===== src/rtl/rx_ctrl.sv =====
// UART receive control: synchronises SDI, validates start bits, times bits from a baud table.
// Latency: start rises 1 cycle after the sdi_sync falling edge; done comes 1 cycle after the final btu.
// Backpressure: none; the strobes are free-running and the datapath must accept them as issued.
//
// Ports:
//   clk      - system clock (100 MHz)
//   reset_n  - asynchronous active-low reset
//   SDI      - raw serial input, idles high
//   baud     - baud select (0..15), latched at frame start
//   bit8     - 1 = 8 data bits, 0 = 7; latched at frame start
//   pen      - parity enable; latched at frame start
//   sdi_sync - synchronised SDI for the datapath
//   btu      - 1-cycle pulse at the middle of each sampled bit
//   start    - high while the start bit is being validated
//   done     - 1-cycle pulse when the frame is complete
module rx_ctrl #(
  parameter int SYNC_STAGES = 2,
  parameter int CNT_W       = 19
) (
  input  logic       clk,
  input  logic       reset_n,
  input  logic       SDI,
  input  logic [3:0] baud,
  input  logic       bit8,
  input  logic       pen,
  output logic       sdi_sync,
  output logic       btu,
  output logic       start,
  output logic       done
);

  typedef enum logic [1:0] {
    ST_IDLE  = 2'd0,
    ST_START = 2'd1,
    ST_DATA  = 2'd2,
    ST_DONE  = 2'd3
  } state_t;

  state_t             state_q, state_d;
  logic [SYNC_STAGES-1:0] sync_q;
  logic               sdi_prev_q;
  logic [CNT_W-1:0]   cnt_q, cnt_d;
  logic [3:0]         bitcnt_q, bitcnt_d;
  logic [3:0]         baud_q;
  logic               bit8_q, pen_q;
  logic               cfg_load;

  logic [CNT_W-1:0]   k_val;
  logic [CNT_W-1:0]   half_m1;
  logic [CNT_W-1:0]   k_m1;
  logic [3:0]         nbits;
  logic               fall_edge;
  logic               half_hit;
  logic               full_hit;

  // Synchroniser chain plus one extra flop for falling-edge detection.
  // Everything resets to the idle-high line level so reset release never
  // looks like a start edge.
  always_ff @(posedge clk or negedge reset_n) begin
    if (!reset_n) begin
      sync_q     <= '1;
      sdi_prev_q <= 1'b1;
    end else begin
      sync_q     <= {sync_q[SYNC_STAGES-2:0], SDI};
      sdi_prev_q <= sync_q[SYNC_STAGES-1];
    end
  end

  assign sdi_sync  = sync_q[SYNC_STAGES-1];
  // Edge needs a high-then-low history, so a line stuck low cannot re-arm.
  assign fall_edge = sdi_prev_q & ~sdi_sync;

  // Clocks per bit for the frame's latched baud select.
  always_comb begin
    k_val = CNT_W'(109);
    case (baud_q)
      4'd0:    k_val = CNT_W'(333333);
      4'd1:    k_val = CNT_W'(83333);
      4'd2:    k_val = CNT_W'(41667);
      4'd3:    k_val = CNT_W'(20833);
      4'd4:    k_val = CNT_W'(10417);
      4'd5:    k_val = CNT_W'(5208);
      4'd6:    k_val = CNT_W'(2604);
      4'd7:    k_val = CNT_W'(1736);
      4'd8:    k_val = CNT_W'(868);
      4'd9:    k_val = CNT_W'(434);
      4'd10:   k_val = CNT_W'(217);
      default: k_val = CNT_W'(109);
    endcase
  end

  assign half_m1  = (k_val >> 1) - CNT_W'(1);
  assign k_m1     = k_val - CNT_W'(1);
  // Shifting btus per frame: data bits, optional parity, stop bit.
  assign nbits    = 4'd8 + {3'b000, bit8_q} + {3'b000, pen_q};
  assign half_hit = (cnt_q == half_m1);
  assign full_hit = (cnt_q == k_m1);

  // State register, counters and frame configuration.
  always_ff @(posedge clk or negedge reset_n) begin
    if (!reset_n) begin
      state_q  <= ST_IDLE;
      cnt_q    <= '0;
      bitcnt_q <= '0;
      baud_q   <= '0;
      bit8_q   <= 1'b0;
      pen_q    <= 1'b0;
    end else begin
      state_q  <= state_d;
      cnt_q    <= cnt_d;
      bitcnt_q <= bitcnt_d;
      if (cfg_load) begin
        baud_q <= baud;
        bit8_q <= bit8;
        pen_q  <= pen;
      end
    end
  end

  // Next-state logic.
  always_comb begin
    state_d  = state_q;
    cnt_d    = cnt_q;
    bitcnt_d = bitcnt_q;
    cfg_load = 1'b0;
    case (state_q)
      ST_IDLE: begin
        if (fall_edge) begin
          state_d  = ST_START;
          cnt_d    = '0;
          bitcnt_d = '0;
          cfg_load = 1'b1;
        end
      end
      ST_START: begin
        if (half_hit) begin
          cnt_d    = '0;
          bitcnt_d = '0;
          // Line back high at mid start bit means a glitch, not a frame.
          state_d  = sdi_sync ? ST_IDLE : ST_DATA;
        end else begin
          cnt_d = cnt_q + CNT_W'(1);
        end
      end
      ST_DATA: begin
        if (full_hit) begin
          cnt_d    = '0;
          bitcnt_d = bitcnt_q + 4'd1;
          if ((bitcnt_q + 4'd1) == nbits) begin
            state_d = ST_DONE;
          end
        end else begin
          cnt_d = cnt_q + CNT_W'(1);
        end
      end
      ST_DONE: begin
        state_d = ST_IDLE;
        cnt_d   = '0;
      end
      default: begin
        state_d = ST_IDLE;
        cnt_d   = '0;
      end
    endcase
  end

  // Output logic. btu stays combinational so the start-bit btu is seen
  // together with start=1 and the datapath does not shift on it.
  always_comb begin
    start = 1'b0;
    done  = 1'b0;
    btu   = 1'b0;
    case (state_q)
      ST_START: begin
        start = 1'b1;
        btu   = half_hit;
      end
      ST_DATA: begin
        btu = full_hit;
      end
      ST_DONE: begin
        done = 1'b1;
      end
      default: begin
        start = 1'b0;
      end
    endcase
  end

endmodule


===== config.mk =====
export PLATFORM = sky130hd
export DESIGN_NAME = rx_ctrl
export DESIGN_NICKNAME = d
export VERILOG_FILES = /design/src/rtl/rx_ctrl.sv
export SDC_FILE = /design/constraint.sdc
export NUM_CORES = 1
export LEC_CHECK = 0
export CORE_MARGIN = 1
export CORE_UTILIZATION = 57
export CTS_CLUSTER_DIAMETER = 150
export CTS_CLUSTER_SIZE = 16
export DETAILED_ROUTE_END_ITERATION = 16
export PLACE_DENSITY_LB_ADDON = 0.15
export SKIP_CTS_REPAIR_TIMING = 1
export SKIP_LAST_GASP = 1
export SLEW_MARGIN = 15
export SYNTH_ARGS = -nofsm -noshare
export SYNTH_HDL_FRONTEND = slang
export SYNTH_SLANG_ARGS = --single-unit

===== constraint.sdc =====
create_clock -name clk -period 5.7 [get_ports clk]
set_input_delay 0.855 -clock clk [delete_from_list [all_inputs] [get_ports clk]]
set_output_delay 0.855 -clock clk [all_outputs]
set_load 0.01 [all_outputs]

==> results of run 1 <==
==> Yosys cell counts, drive strengths merged (2+ instances only) <==
| cell type | count |
|---|---|
| o21a | 3 |
| or3 | 7 |
| o31a | 2 |
| inv | 14 |
| a211o | 2 |
| nor2b | 13 |
| nand3b | 3 |
| o21ai | 30 |
| buf | 13 |
| a211oi | 2 |
| nand3 | 18 |
| and3 | 13 |
| a22o | 12 |
| a21oi | 16 |
| clkbuf | 17 |
| nor3 | 15 |
| nand4 | 4 |
| nor3b | 4 |
| xnor2 | 18 |
| mux2 | 8 |
| or3b | 4 |
| ha | 16 |
| nor4 | 3 |
| a22oi | 2 |
| nor2 | 22 |
| or2 | 3 |
| xor2 | 9 |
| dfrtp | 31 |
| dfstp | 3 |
| and2 | 6 |
| a31oi | 6 |
| o32ai | 3 |
| nor4bb | 2 |
| o22ai | 6 |
| nand2b | 5 |
| o31ai | 4 |
| nand2 | 22 |
| mux2i | 8 |
| nor4b | 2 |
==> per-layer routing <==
layer,vias to the layer above,wire length (um),part of all wire (%),track usage [%]
met4,0,225,3.0,12.7
met5,-,0,0,0
met2,84,3510,46,42.3
li1,1387,-,-,-
met1,1360,3520,46,38.4
met3,16,370,4.9,5.39
==> cells in the final DEF, fill, tap and decap left out, drive strengths merged, types with 3 or more instances in the layout <==
master	instances
dfrtp	31
o21ai	30
nor2	22
nand2	22
xnor2	18
nand3	18
a21oi	16
ha	16
nor3	15
inv	14
nor2b	13
and3	13
a22o	12
clkdlybuf4s50	12
xor2	9
mux2i	8
mux2	8
or3	7
a31oi	6
o22ai	6
and2	6
clkbuf	6
nand2b	5
buf	5
o31ai	4
nand4	4
nor3b	4
or3b	4
or2	3
nor4	3
o21a	3
nand3b	3
o32ai	3
dfstp	3
==> state kept, by name (all words and copies together), names as in the netlist, named ones only <==
register,cells
cnt_q,19
baud_q,4
bitcnt_q,4
sync_q,2
bit8_q,1
pen_q,1
sdi_prev_q,1
state_q,1
==> worst max-delay path by stage <==
stage / from / endpoint / cells past startpoint
floorplan: baud_q[0] / bitcnt_q[2] / 16
global placement: baud_q[0] / btu / 14
detailed placement: baud_q[0] / btu / 14
CTS: baud_q[0] / btu / 14
global route: baud_q[0] / btu / 14
finish: baud_q[0] / btu / 14
==> through the flow <==
step | area (um^2) | util (%) | total power (W) | instances
2_1_floorplan | 3130 | - | 0.00132 | 385
3_3_place_gp | 3250 | 62.4 | 0.00157 | 442
3_5_place_dp | 3250 | 62.4 | 0.00159 | 442
4_1_cts | 3340 | 64.2 | 0.00178 | 450
5_1_grt | 3340 | 64.2 | 0.00195 | 450
6_report | 3340 | 64.2 | 0.00180 | 450
==> layout make-up <==
| cell class | instances | area share [%] |
|---|---|---|
| inverters | 14 | 1.57 |
| well taps | 70 | 2.62 |
| repair buffers | 17 | 4.72 |
| clock inverters | 2 | 0.374 |
| clock buffers | 6 | 2.47 |
| multi-input cells | 307 | 62.7 |
| flip-flops and latches | 34 | 25.6 |
==> logic make-up after synthesis <==
group	Yosys count
buf+inv	44
flops	34
simple gates	149
mux	16
xor+xnor	27
compound gates	99
fa+ha+maj	16
==> power by group <==
| group | internal [W] | total (W) | switching (W) |
|---|---|---|---|
| Combinational | 0.000511 | 0.00122 | 0.000710 |
| Sequential | 0.000280 | 0.000387 | 0.000107 |
| Clock | 0.0000971 | 0.000193 | 0.0000955 |
==> metrics.md, run 1 <==
| Metric | Value |
|---|---|
| Status | finished, final reports clean |
| DRT Pass-1 Iters | 5 |
| Mapped Area | 3130 um^2 |
| Synth-to-layout area growth | 6.88% |
| Clk sinks | 34 |
| Fraction of registers with async set/reset | 100% |
| Slowest-stage cell, CP | dfrtp_1 |
| Hold slack | 0.358 ns |
| Cells after Synth | 385 |
| Placer Congestion | 0.985 |
| Setup Skew | 0.00579 ns |
| Number of flops mapped to enable cells by yosys | 0 |
| Iteration-0 DRC Markers | 250 |
| Largest net degree at the start of global routing | 35 |
| Most used flip-flop cell after synthesis | dfrtp_1 |
| CP Max Fanout | 16 |
| CTS root buffer | clkbuf_8 |
| Max cap viols | 0 |
| Clk buf depth | 2 |
| Worst path most repeated cell | ha_1 |
| Die width | 76.1 um |
| Worst-path cell chain | inv_1, ha_1, mux2i_1, o22ai_1, ha_1, nand2b_1, a221o_1, or3_1, o21ai_1, nor3b_2, nand4_1, o21ai_0, and2_1, clkdlybuf4s50_1 |
| Clk_lat worst skew | 0.29 ns |
| Final setup viols | 0 |
| Leakage | 1.41 nW |
| Synth Area in XOR/XNOR | 7.56% |
| Vias | 2847 |
| Hold Path Class | reg2reg |
| Syn Area/Cell | 8.12 um^2 |
| YS warnings | 0 |
| DRC errors left | 0 |
| DR vias/cell | 6.33 |
| Global Route Usage Sum | 27.9% |
| Worst R2R Setup Slack | 0.99 ns |
| #FFs+latches synth | 34 |
| DRT antenna net count | 0 |
| Crit path largest cell delay | 0.62 ns |
| RR Startpoint | baud_q[0] |
| Hold depth | 0 |
| Compound-Gate Fraction of Synth Area | 21.0% |
| Min Tclk post-route | 5.24 ns |
| Initial antenna violation count | 0 |
| CP top delay family | simple AND/OR/NAND/NOR gates |
| Yosys cell types | 60 |
| Fin crit share | 91.9% |
| Core ar. | 5200 um^2 |
| Final Hold Viols | 0 |
| Crit Path Category | reg2out |
| Area share of fa/ha/maj cells after synthesis | 6.40% |
| WL/cell | 16.9 um |
| CTS tree | done |
| Unrepaired setup endpoints after global routing | no |
| Setup WS post-layout | 0.464 ns |
| Layout filler cell count | 453 |
| PortBufs | 12 |
| Reg2reg path depth | 15 |
| Die height | 76.1 um |
| Share of cells above drive strength 1 | 7.37% |
| Mux cell area share after synthesis | 5.44% |
| Rel. slew slack | 40.0% |
| Global-route wire length before repair | 12900 um |
| FF/Latch Area | 855 um^2 |
| Synth top area share | 24.8% |
| Hold Startpoint | sync_q[0] |
| # IOs | 13 |
| Synth area leaders | dfrtp_1 (25%), ha_1 (6.4%), xnor2_1 (5.0%) |
| Req. time, crit path | 4.85 ns |
| Leading area contributor after synthesis | dfrtp_1 |
| Post-route setup TNS | 0 ns |
| Ant diodes | 0 |
| CTS buffer count | 5 |
| Syn Nets | 410 |
| WL final | 7630 um |
| Max-slew violation count | 0 |
| Main combinational cell family by area after synthesis | simple AND/OR/NAND/NOR gates |
| Post-DP HPWL | 5560 um |
| Actual slew at the worst max-slew pin | 0.900 ns |
| Pre-CTS WS | 0.841 ns |
| FMAX | 191 MHz |
| Starting density of the core | 60.1% |
| Remaining Overflow, GRT | 0 |
| Final nets | 404 |
| Seq/Total Area, Yosys | 27.3% |
| Rows | 26 |
| R2R Path End | cnt_q[0] |
| Power per cell area | 539 nW/um^2 |
| Worst Setup Start Kind | register |
| Crit path DAT | 4.38 ns |
| WP buf/inv | 2 |
| Hold EP | sync_q[1] |
| Multi-input gate area | 2090 um^2 |
| Vias in the first global route | 2583 |
| Full die area | 5790 um^2 |
| Post-Synth Simple-Gate Area | 26.6% |
| Max VDD drop | 0.000290 V |
| Crit end category | output port |
| H-tree levels | 2 |
| Clock slew at reported path FFs | 0.07 ns |
No activity file was read; power rests on OpenSTA's default activity.
==> run 2, diff against run 1 <==
CAP_MARGIN = 15   (was not set)
CORE_UTILIZATION = 25   (was 57)
TNS_END_PERCENT = 10   (was not set)
==> run 2 against run 1 <==
Against the previous run: via count is 3.0% lower; register-to-register slack improved by 0.09 ns; non-clock buffer count is the same; clock skew up 0.00093 ns; clock-buffer cell count rose by 1; global-route usage down 13 points; critical path depth rose by 1; final cell count grew 22%; die area up 120%; sequential cell count is the same; largest power group unchanged; sequential share of layout area is 1.2 points lower.
==> metrics.md, run 2 (synthesis gave the netlist of run 1 again) <==
| Metric | Value |
|---|---|
| Remaining Overflow, GRT | 0 |
| Global Route Usage Sum | 14.7% |
| Core ar. | 12100 um^2 |
| Share of cells above drive strength 1 | 7.37% |
| Req. time, crit path | 4.85 ns |
| Max-slew violation count | 0 |
| Crit end category | output port |
| Fin util | 29.0% |
| Global-route wire length before repair | 14700 um |
| WL final | 8910 um |
| Rel. slew slack | 43.5% |
| CTS tree | done |
| Reg with most FFs | cnt_q |
| Leakage | 1.44 nW |
| Die height | 114 um |
| PortBufs | 12 |
| CTS buffer count | 5 |
| DRT Pass-1 Iters | 5 |
| Clk buf depth | 2 |
| Setup Skew | 0.00671 ns |
| Crit path DAT | 4.27 ns |
| Die width | 114 um |
| Vias in the first global route | 2640 |
| Placed cells | 540 |
| Vias | 2762 |
| Fin crit share | 89.9% |
| Largest net degree at the start of global routing | 35 |
| Max VDD drop | 0.000129 V |
| Final Hold Viols | 0 |
| WL/cell | 16.3 um |
| Starting density of the core | 25.8% |
| Power per cell area | 545 nW/um^2 |
| Slowest-stage cell, CP | clkdlybuf4s50_1 |
| DRT antenna net count | 0 |
| Worst-path cell chain | buf_4, inv_1, ha_1, mux2i_1, or2_1, ha_1, o21ai_0, o2bb2ai_1, xnor2_1, nand4_1, nor4_1, nand4_1, o21ai_0, and2_1, clkdlybuf4s50_1 |
| Worst Setup Start Kind | register |
| Crit path largest cell delay | 0.53 ns |
| Crit Path Category | reg2out |
| Largest registers | cnt_q: 19 flops, baud_q: 4 flops, bitcnt_q: 4 flops |
| Hold slack | 0.360 ns |
| Min Tclk post-route | 5.12 ns |
| FMAX | 195 MHz |
| Full die area | 13000 um^2 |
| Clock slew at reported path FFs | 0.06 ns |
| DRC errors left | 0 |
| Layout Cells excl Fill | 548 |
| Status | finished, final reports clean |
| Hold depth | 0 |
| Tot Pwr | 0.00192 W |
| H-tree levels | 2 |
| Actual slew at the worst max-slew pin | 0.848 ns |
| Clk_lat worst skew | 0.28 ns |
| CP Max Fanout | 16 |
| Final setup viols | 0 |
| Placer Congestion | 0.841 |
| Unrepaired setup endpoints after global routing | no |
| Final nets | 404 |
| Post-DP HPWL | 6440 um |
| Hold Path Class | reg2reg |
| Commonest non-fill, non-tap cell in the layout | dfrtp_1 |
| Initial antenna violation count | 0 |
| # IOs | 13 |
| DR vias/cell | 5.04 |
| Clk sinks | 34 |
| Reg2reg path depth | 15 |
| Rows | 40 |
| Synth-to-layout area growth | 12.3% |
| Post-route setup TNS | 0 ns |
| Ant diodes | 0 |
| Iteration-0 DRC Markers | 179 |
| Max cap viols | 0 |
| CTS root buffer | clkbuf_16 |
| Commonest cells after routing, fill and taps aside | dfrtp_1 (31), o21ai_0 (25), nor2_1 (22), nand2_1 (22) |
| Number of flip-flops in the largest register | 19 |
[run 2: cell types whose count changed in the layout (fill, tap and decap cells not counted), sizes merged]
cell           previous run  this run
clkbuf                    6         7
clkdlybuf4s50            12        11
clkinvlp                  1         0
buf                       5         6
[run 2: stage by stage]
stage	setup slack [ns]	area, um^2
floorplan	1.66	3130
global placement	0.901	3360
detailed placement	0.906	3360
CTS	0.579	3510
global route	0.168	3510
finish	0.578	3510
[run 2: report_power, final]
group	switching [W]	total [W]	leakage (nW)	internal, W
clock network	0.000108	0.000281	0.0739	0.000173
registers	0.0000897	0.000370	0.446	0.000281
logic	0.000751	0.00126	0.917	0.000513
total	0.000948	0.00192	1.44	0.000967
[run 2: critical path, delay by kind of cell (launching register included)]
family / cells / cell delay, ns
xor+xnor: 1 / 0.16
buf+inv: 3 / 0.92
mux: 1 / 0.16
simple gates: 5 / 1.23
fa+ha+maj: 2 / 0.71
flops: 1 / 0.35
compound gates: 3 / 0.46
[run 2: final timing paths]
| kind | slack [ns] | from | endpoint |
|---|---|---|---|
| setup / recovery | 0.58 | baud_q[0] | btu |
| hold / removal | 0.36 | sync_q[0] | sync_q[1] |
| setup reg to reg | 1.08 | baud_q[1] | cnt_q[0] |
| hold reg to reg | 0.36 | sync_q[0] | sync_q[1] |
| max in group asynchronous | 4.48 | reset_n | bit8_q |
| min in group asynchronous | 0.68 | reset_n | cnt_q[8] |
[run 2: cell type report]
class / count / area [um^2]
Clock inverter: 1 / 5.00
Timing Repair Buffer: 17 / 153
Inverter: 14 / 52.6
Tap cell: 168 / 210
Clock buffer: 7 / 143
Multi-Input combinational cell: 307 / 2090
Sequential cell: 34 / 855
Fill cell: 1322 / 8600
[run 2: routing by layer]
layer	GRT usage, %	vias up	routed length, um
li1	-	1389	-
met1	20.4	1318	4330
met2	23.6	53	4080
met3	2.39	2	440
met4	3.98	0	55
met5	0	-	0
